$ cat src/rtl/xspi_pkg.sv
// Shared definitions for the xSPI transaction scheduler: opcodes, response status codes
// and the scheduler state encoding.
package xspi_pkg;

   localparam logic [7:0] CMD_WRITE = 8'hA5;
   localparam logic [7:0] CMD_READ  = 8'hFF;

   localparam logic [1:0] ST_OK       = 2'b00;
   localparam logic [1:0] ST_CRC_FAIL = 2'b01;
   localparam logic [1:0] ST_TIMEOUT  = 2'b10;

   typedef enum logic [1:0] {
      StIdle,
      StIssue,
      StWait,
      StResp
   } sched_state_e;

   function automatic logic [7:0] cmd_of(input logic write);
      return write ? CMD_WRITE : CMD_READ;
   endfunction

endpackage

$ cat src/rtl/xspi_txn_scheduler_if.sv
// Requester and engine signals of the transaction scheduler. The master modport is the
// scheduler's view; the slave modport is the requesters plus the xSPI engine.
interface xspi_txn_scheduler_if #(
   parameter int unsigned NREQ = 2
);
   logic [NREQ-1:0]    req_valid;
   logic [NREQ-1:0]    req_ready;
   logic [NREQ-1:0]    req_write;
   logic [NREQ*48-1:0] req_addr;
   logic [NREQ*64-1:0] req_wdata;
   logic [NREQ-1:0]    rsp_valid;
   logic [63:0]        rsp_rdata;
   logic [1:0]         rsp_status;
   logic               eng_start;
   logic [7:0]         eng_cmd;
   logic [47:0]        eng_addr;
   logic [63:0]        eng_wdata;
   logic               eng_busy;
   logic               eng_done;
   logic               eng_crc_err;
   logic [63:0]        eng_rdata;

   modport master (
      input  req_valid, req_write, req_addr, req_wdata,
      input  eng_busy, eng_done, eng_crc_err, eng_rdata,
      output req_ready, rsp_valid, rsp_rdata, rsp_status,
      output eng_start, eng_cmd, eng_addr, eng_wdata
   );

   modport slave (
      output req_valid, req_write, req_addr, req_wdata,
      output eng_busy, eng_done, eng_crc_err, eng_rdata,
      input  req_ready, rsp_valid, rsp_rdata, rsp_status,
      input  eng_start, eng_cmd, eng_addr, eng_wdata
   );

endinterface

$ cat src/rtl/xspi_rr_arbiter.sv
// Combinational round-robin pick: first valid requester at or after ptr, wrapping upward.
// Produces a one-hot grant and the winner index.
module xspi_rr_arbiter #(
   parameter int unsigned NREQ  = 2,
   parameter int unsigned IDX_W = 1
) (
   input  logic [NREQ-1:0]  valid,
   input  logic [IDX_W-1:0] ptr,
   output logic [NREQ-1:0]  grant,
   output logic [IDX_W-1:0] idx
);

   logic [IDX_W-1:0] pos;
   logic             found;

   always_comb begin
      grant = '0;
      idx   = '0;
      found = 1'b0;
      pos   = '0;
      for (int unsigned i = 0; i < NREQ; i++) begin
         pos = IDX_W'((32'(ptr) + i) % NREQ);
         if (!found && valid[pos]) begin
            found      = 1'b1;
            grant[pos] = 1'b1;
            idx        = pos;
         end
      end
   end

endmodule

$ cat src/rtl/xspi_txn_scheduler.sv
// Grants requests round-robin, issues them to the xSPI engine, retries on CRC error up to
// MAX_RETRY times, aborts on timeout, and returns one response per request.
module xspi_txn_scheduler
   import xspi_pkg::*;
#(
   parameter int unsigned NREQ      = 2,
   parameter int unsigned MAX_RETRY = 3,
   parameter int unsigned TIMEOUT   = 255
) (
   input  logic                 clk,
   input  logic                 rst_n,
   xspi_txn_scheduler_if.master bus,
   output logic [2:0]           retry_cnt,
   output logic                 busy
);

   localparam int unsigned IDX_W = (NREQ > 1) ? $clog2(NREQ) : 1;
   localparam int unsigned TMR_W = $clog2(TIMEOUT + 1);

   sched_state_e     state_q, state_d;
   logic [IDX_W-1:0] rr_ptr_q, rr_ptr_d, idx_q, idx_d, win_idx;
   logic [NREQ-1:0]  grant;
   logic [7:0]       cmd_q, cmd_d;
   logic [47:0]      addr_q, addr_d;
   logic [63:0]      wdata_q, wdata_d, rdata_q, rdata_d;
   logic [1:0]       status_q, status_d;
   logic [2:0]       retry_q, retry_d;
   logic [TMR_W-1:0] timer_q, timer_d;

   xspi_rr_arbiter #(
      .NREQ (NREQ),
      .IDX_W(IDX_W)
   ) u_arb (
      .valid(bus.req_valid),
      .ptr  (rr_ptr_q),
      .grant(grant),
      .idx  (win_idx)
   );

   always_comb begin
      state_d       = state_q;
      rr_ptr_d      = rr_ptr_q;
      idx_d         = idx_q;
      cmd_d         = cmd_q;
      addr_d        = addr_q;
      wdata_d       = wdata_q;
      rdata_d       = rdata_q;
      status_d      = status_q;
      retry_d       = retry_q;
      timer_d       = timer_q;
      bus.req_ready = '0;
      bus.rsp_valid = '0;
      bus.eng_start = 1'b0;
      unique case (state_q)
         StIdle: begin
            bus.req_ready = grant;
            if (|grant) begin
               idx_d   = win_idx;
               cmd_d   = cmd_of(bus.req_write[win_idx]);
               addr_d  = bus.req_addr[32'(win_idx) * 48 +: 48];
               wdata_d = bus.req_wdata[32'(win_idx) * 64 +: 64];
               retry_d = '0;
               state_d = StIssue;
            end
         end
         StIssue: begin
            if (!bus.eng_busy) begin
               bus.eng_start = 1'b1;
               timer_d       = '0;
               state_d       = StWait;
            end
         end
         StWait: begin
            timer_d = timer_q + 1'b1;
            // eng_done takes priority over a timeout landing in the same cycle
            if (bus.eng_done) begin
               if (!bus.eng_crc_err) begin
                  status_d = ST_OK;
                  rdata_d  = (cmd_q == CMD_READ) ? bus.eng_rdata : '0;
                  state_d  = StResp;
               end else if (retry_q < 3'(MAX_RETRY)) begin
                  retry_d = retry_q + 1'b1;
                  state_d = StIssue;
               end else begin
                  status_d = ST_CRC_FAIL;
                  rdata_d  = '0;
                  state_d  = StResp;
               end
            end else if (timer_q == TMR_W'(TIMEOUT - 1)) begin
               status_d = ST_TIMEOUT;
               rdata_d  = '0;
               state_d  = StResp;
            end
         end
         StResp: begin
            bus.rsp_valid[idx_q] = 1'b1;
            rr_ptr_d             = (32'(idx_q) == NREQ - 1) ? '0 : idx_q + 1'b1;
            state_d              = StIdle;
         end
         default: state_d = StIdle;
      endcase
   end

   always_ff @(posedge clk or negedge rst_n) begin
      if (!rst_n) begin
         state_q  <= StIdle;
         rr_ptr_q <= '0;
         idx_q    <= '0;
         cmd_q    <= 8'h00;
         addr_q   <= '0;
         wdata_q  <= '0;
         rdata_q  <= '0;
         status_q <= ST_OK;
         retry_q  <= '0;
         timer_q  <= '0;
      end else begin
         state_q  <= state_d;
         rr_ptr_q <= rr_ptr_d;
         idx_q    <= idx_d;
         cmd_q    <= cmd_d;
         addr_q   <= addr_d;
         wdata_q  <= wdata_d;
         rdata_q  <= rdata_d;
         status_q <= status_d;
         retry_q  <= retry_d;
         timer_q  <= timer_d;
      end
   end

   assign bus.eng_cmd    = cmd_q;
   assign bus.eng_addr   = addr_q;
   assign bus.eng_wdata  = wdata_q;
   assign bus.rsp_rdata  = rdata_q;
   assign bus.rsp_status = status_q;
   assign retry_cnt      = retry_q;
   assign busy           = (state_q != StIdle);

endmodule
$ cat src/flat_wrapper.sv
// flat-port wrapper written by rule: the top's interface ports become plain ports
module xspi_txn_scheduler_flat import xspi_pkg::*;
#(
   parameter int unsigned NREQ      = 2,
   parameter int unsigned MAX_RETRY = 3,
   parameter int unsigned TIMEOUT   = 255
)
  (clk, rst_n, retry_cnt, busy, bus_req_valid, bus_req_write, bus_req_addr, bus_req_wdata, bus_eng_busy, bus_eng_done, bus_eng_crc_err, bus_eng_rdata, bus_req_ready, bus_rsp_valid, bus_rsp_rdata, bus_rsp_status, bus_eng_start, bus_eng_cmd, bus_eng_addr, bus_eng_wdata);
  xspi_txn_scheduler_if #(.NREQ(NREQ)) bus_i ();
  input  logic clk;
  input  logic rst_n;
  output logic [2:0] retry_cnt;
  output logic busy;
  input wire logic [$bits(bus_i.req_valid)-1:0] bus_req_valid;
  input wire logic [$bits(bus_i.req_write)-1:0] bus_req_write;
  input wire logic [$bits(bus_i.req_addr)-1:0] bus_req_addr;
  input wire logic [$bits(bus_i.req_wdata)-1:0] bus_req_wdata;
  input wire logic [$bits(bus_i.eng_busy)-1:0] bus_eng_busy;
  input wire logic [$bits(bus_i.eng_done)-1:0] bus_eng_done;
  input wire logic [$bits(bus_i.eng_crc_err)-1:0] bus_eng_crc_err;
  input wire logic [$bits(bus_i.eng_rdata)-1:0] bus_eng_rdata;
  output wire logic [$bits(bus_i.req_ready)-1:0] bus_req_ready;
  output wire logic [$bits(bus_i.rsp_valid)-1:0] bus_rsp_valid;
  output wire logic [$bits(bus_i.rsp_rdata)-1:0] bus_rsp_rdata;
  output wire logic [$bits(bus_i.rsp_status)-1:0] bus_rsp_status;
  output wire logic [$bits(bus_i.eng_start)-1:0] bus_eng_start;
  output wire logic [$bits(bus_i.eng_cmd)-1:0] bus_eng_cmd;
  output wire logic [$bits(bus_i.eng_addr)-1:0] bus_eng_addr;
  output wire logic [$bits(bus_i.eng_wdata)-1:0] bus_eng_wdata;
  assign bus_i.req_valid = bus_req_valid;
  assign bus_i.req_write = bus_req_write;
  assign bus_i.req_addr = bus_req_addr;
  assign bus_i.req_wdata = bus_req_wdata;
  assign bus_i.eng_busy = bus_eng_busy;
  assign bus_i.eng_done = bus_eng_done;
  assign bus_i.eng_crc_err = bus_eng_crc_err;
  assign bus_i.eng_rdata = bus_eng_rdata;
  assign bus_req_ready = bus_i.req_ready;
  assign bus_rsp_valid = bus_i.rsp_valid;
  assign bus_rsp_rdata = bus_i.rsp_rdata;
  assign bus_rsp_status = bus_i.rsp_status;
  assign bus_eng_start = bus_i.eng_start;
  assign bus_eng_cmd = bus_i.eng_cmd;
  assign bus_eng_addr = bus_i.eng_addr;
  assign bus_eng_wdata = bus_i.eng_wdata;
  xspi_txn_scheduler #(.NREQ(NREQ), .MAX_RETRY(MAX_RETRY), .TIMEOUT(TIMEOUT)) u_core (.clk(clk), .rst_n(rst_n), .bus(bus_i), .retry_cnt(retry_cnt), .busy(busy));
endmodule
$ cat config.mk
export PLATFORM = sky130hd
export DESIGN_NAME = xspi_txn_scheduler_flat
export DESIGN_NICKNAME = d
export VERILOG_FILES = /design/src/rtl/xspi_pkg.sv /design/src/rtl/xspi_txn_scheduler_if.sv /design/src/rtl/xspi_rr_arbiter.sv /design/src/rtl/xspi_txn_scheduler.sv /design/src/flat_wrapper.sv
export SDC_FILE = /design/constraint.sdc
export NUM_CORES = 1
export LEC_CHECK = 0
export CELL_PAD_IN_SITES_DETAIL_PLACEMENT = 0
export CELL_PAD_IN_SITES_GLOBAL_PLACEMENT = 2
export CORE_AREA = 2 2 195 274
export DETAILED_ROUTE_END_ITERATION = 12
export DIE_AREA = 0 0 197 276
export PLACE_DENSITY_LB_ADDON = 0.1
export SYNTH_ARGS = -nofsm -noshare
export SYNTH_HDL_FRONTEND = slang
export SYNTH_SLANG_ARGS = --single-unit
$ cat constraint.sdc
create_clock -name clk -period 1.3 [get_ports clk]
set_input_delay 0.26 -clock clk [delete_from_list [all_inputs] [get_ports clk]]
set_output_delay 0.26 -clock clk [all_outputs]
set_load 0.05 [all_outputs]
==> impl_metrics.tcl <==
set metrics [dict create \
    critPathLaunchType "register" \
    holdWs_ps 207 \
    grt_pass1_wl_microns 91300 \
    fin_ws_ps -510 \
    pwr-share-comb 0.702 \
    power.leakage_uw 0.00896 \
    die_area_sq_um 54400 \
    synth_flop_cell "dfrtp_1" \
    grt_max_degree 52 \
    synthArstFlopShare 1.00 \
    status "finished, violations left" \
    end_kind "primary output" \
    grt_pass1_vias 13758 \
    root_buffer "clkbuf_16" \
    drt_pass1_iterations 5 \
    gp_routability_congestion 0.803 \
    drt.antenna.violating_nets 0 \
    grt_usage 0.223 \
    cts_tree "built" \
    p_switching_uw 25900 \
    drive_above_1_share 0.367 \
    violations "setup timing" \
    rrSetupSlack_ps -480 \
    grt_overflow 0 \
    final_cell_mix "293 x clkdlybuf4s50_1, 259 x buf_12, 177 x o21ai_0" \
    numCtsBuffers 17 \
    worstPathRequired_ps 1040 \
    pre_cts_slack_ps -475 \
    clock_path_buffers 2 \
    clock_skew_ps 10.0 \
    ys_seq_area_frac 0.432 \
    tightest_slew_ps 400 \
    setup_viol 367 \
    nets 2216 \
    slew_headroom 0.731 \
    num_rows 99 \
    fillers 4954 \
    cts_max_level 4 \
    min_path_type "in2async" \
    cellPowerDensity_nw_per_um2 2480 \
    synth_area_per_cell_sq_um 8.85 \
    fin_crit_sh 1.39 \
    syn-instance-count 1276 \
    multi_input_comb_area_sq_um 6570 \
    power.share.clock 0.098 \
    routed_via_density 5.04 \
    initial_core_util 0.218 \
    swShare 0.445 \
    clock_latency_ps 470 \
    syn_to_final_growth_pct 108 \
    seq_power_share 0.200 \
    drt_iter0_drc 528 \
    core_area_sq_um 51800 \
    rsz0062_at_grt "true" \
    finalMaxSlewViolations 0 \
    ir_worst_vdd_v 0.00166 \
    ys_ff_latch 195 \
    die_x_microns 197 \
    post_drt_wl_per_cell_microns 23.8 \
    dp_hpwl_microns 40600 \
    die_h_microns 276 \
    port_buffers 491 \
    cts_num_sinks 195 \
    layout_commonest_cell "clkdlybuf4s50_1" \
    synth_area_sq_um 11300 \
    drc 0 \
    worstPathMaxFanout 4 \
    period_needed_ps 1810 \
    crit_start "u_core.state_q[1]" \
    max_freq_ghz 0.553 \
    p_total_uw 58200 \
    fin_util 0.453 \
    finalHoldViolations 0 \
    seq_area_sq_um 4930 \
    antenna_found_initial 12 \
    ys_types 49 \
    io_pins 492 \
    tns_ps -75940 \
    intPower_uw 32300 \
    synth_nets 1576 \
    worstPathArrival_ps 1550 \
    synth_edf_count 0 \
    wirelength_microns 61600 \
    crit_type "reg2out" \
    yosysWarnings 0 \
    clk_pin_slew_ps 80 \
    via_count 13045 \
    r2r-start "u_core.state_q[1]" \
    cap_violations 0 \
]
==> timing repair <==
item	4_1_cts	5_1_grt
hold buffers	1	0
gates cloned	31	0
endpoints found under the hold margin	122	0
gates resized for setup	126	114
setup buffers	117	40
pin swaps	7	9
endpoints found under the setup margin	385	388
==> state kept, by name (all words and copies together), names as in the netlist <==
name and flops:
u_core.rr_ptr_q 1, u_core.state_q 2, u_core.idx_q 1, u_core.timer_q 8, u_core.bus.eng_cmd 2, u_core.bus.rsp_status 2, u_core.bus.eng_addr 48, u_core.retry_cnt 3
u_core.bus.rsp_rdata 64, u_core.bus.eng_wdata 64
==> cells in the mapped netlist (3+ instances only) <==
cell type	number	area [sq um]
dfrtp_1	195	4880
o21ai_0	181	906
nand3_1	134	671
nand3b_1	114	856
a31oi_1	112	701
a21oi_1	107	536
clkbuf_1	85	319
nor2b_1	67	419
a21boi_0	65	488
a22oi_1	64	480
buf_2	50	250
buf_6	13	146
a21oi_2	10	87.6
buf_4	10	75.1
nand2_1	10	37.5
inv_1	6	22.5
mux2i_1	5	50.1
nor2_1	4	15.0
buf_1	3	11.3
ha_1	3	37.5
inv_2	3	11.3
==> critical path: stages (launching register included) <==
cell     delay, ps
dfrtp_2        460
or3b_4         430
inv_8           70
buf_12         130
==> power groups by stage <==
stage / registers, uW / logic (uW) / clock network (uW)
6_report: 11600 / 40900 / 5710
5_1_grt: 11900 / 42700 / 6090
4_1_cts: 11600 / 40000 / 5940
3_5_place_dp: 11900 / 32900 / 0
3_3_place_gp: 11800 / 32800 / 0
2_1_floorplan: 18500 / 8650 / 0
==> stage by stage <==
stage / instances / cell area (sq um)
after floorplan: 1276 / 11600
after global placement: 2387 / 19900
after detailed placement: 2387 / 19900
after CTS: 2566 / 22800
after global routing: 2589 / 23400
final: 2589 / 23400
==> routing by layer <==
metal	wire length (microns)	global-route usage
met1	23400	0.247
met2	32300	0.406
met3	4280	0.0662
met5	111	0
met4	1550	0.0706
==> area by class of cell <==
type                            count  share of cell area
Sequential cell                   195               0.210
Multi-Input combinational cell    911               0.280
Tap cell                          656              0.0350
Clock inverter                     12             0.00550
Timing Repair Buffer              782               0.447
Clock buffer                       20              0.0195
Inverter                            9             0.00198
Antenna cell                        4            0.000427
==> cells by family (layout without fill, tap and decap cells) <==
kind of cell	Yosys count	count (layout)	synth area share
flops	195	195	0.432
mux	6	6	0.00543
other cells	0	4	0
buf+inv	171	823	0.0745
compound gates	555	555	0.294
fa+ha+maj	3	3	0.00333
simple gates	346	347	0.191
==> worst paths after layout <==
check                                                end  cells after the start
min in group clk                u_core.bus.rsp_rdata[24]                      5
worst min register to register         u_core.timer_q[7]                      1
max in group asynchronous        u_core.bus.eng_addr[33]                      3
worst max register to register  u_core.bus.rsp_rdata[26]                     10
worst max-delay path                       bus_eng_start                      3
worst min-delay path            u_core.bus.rsp_rdata[21]                      2
(Power assumes the default switching activity.)
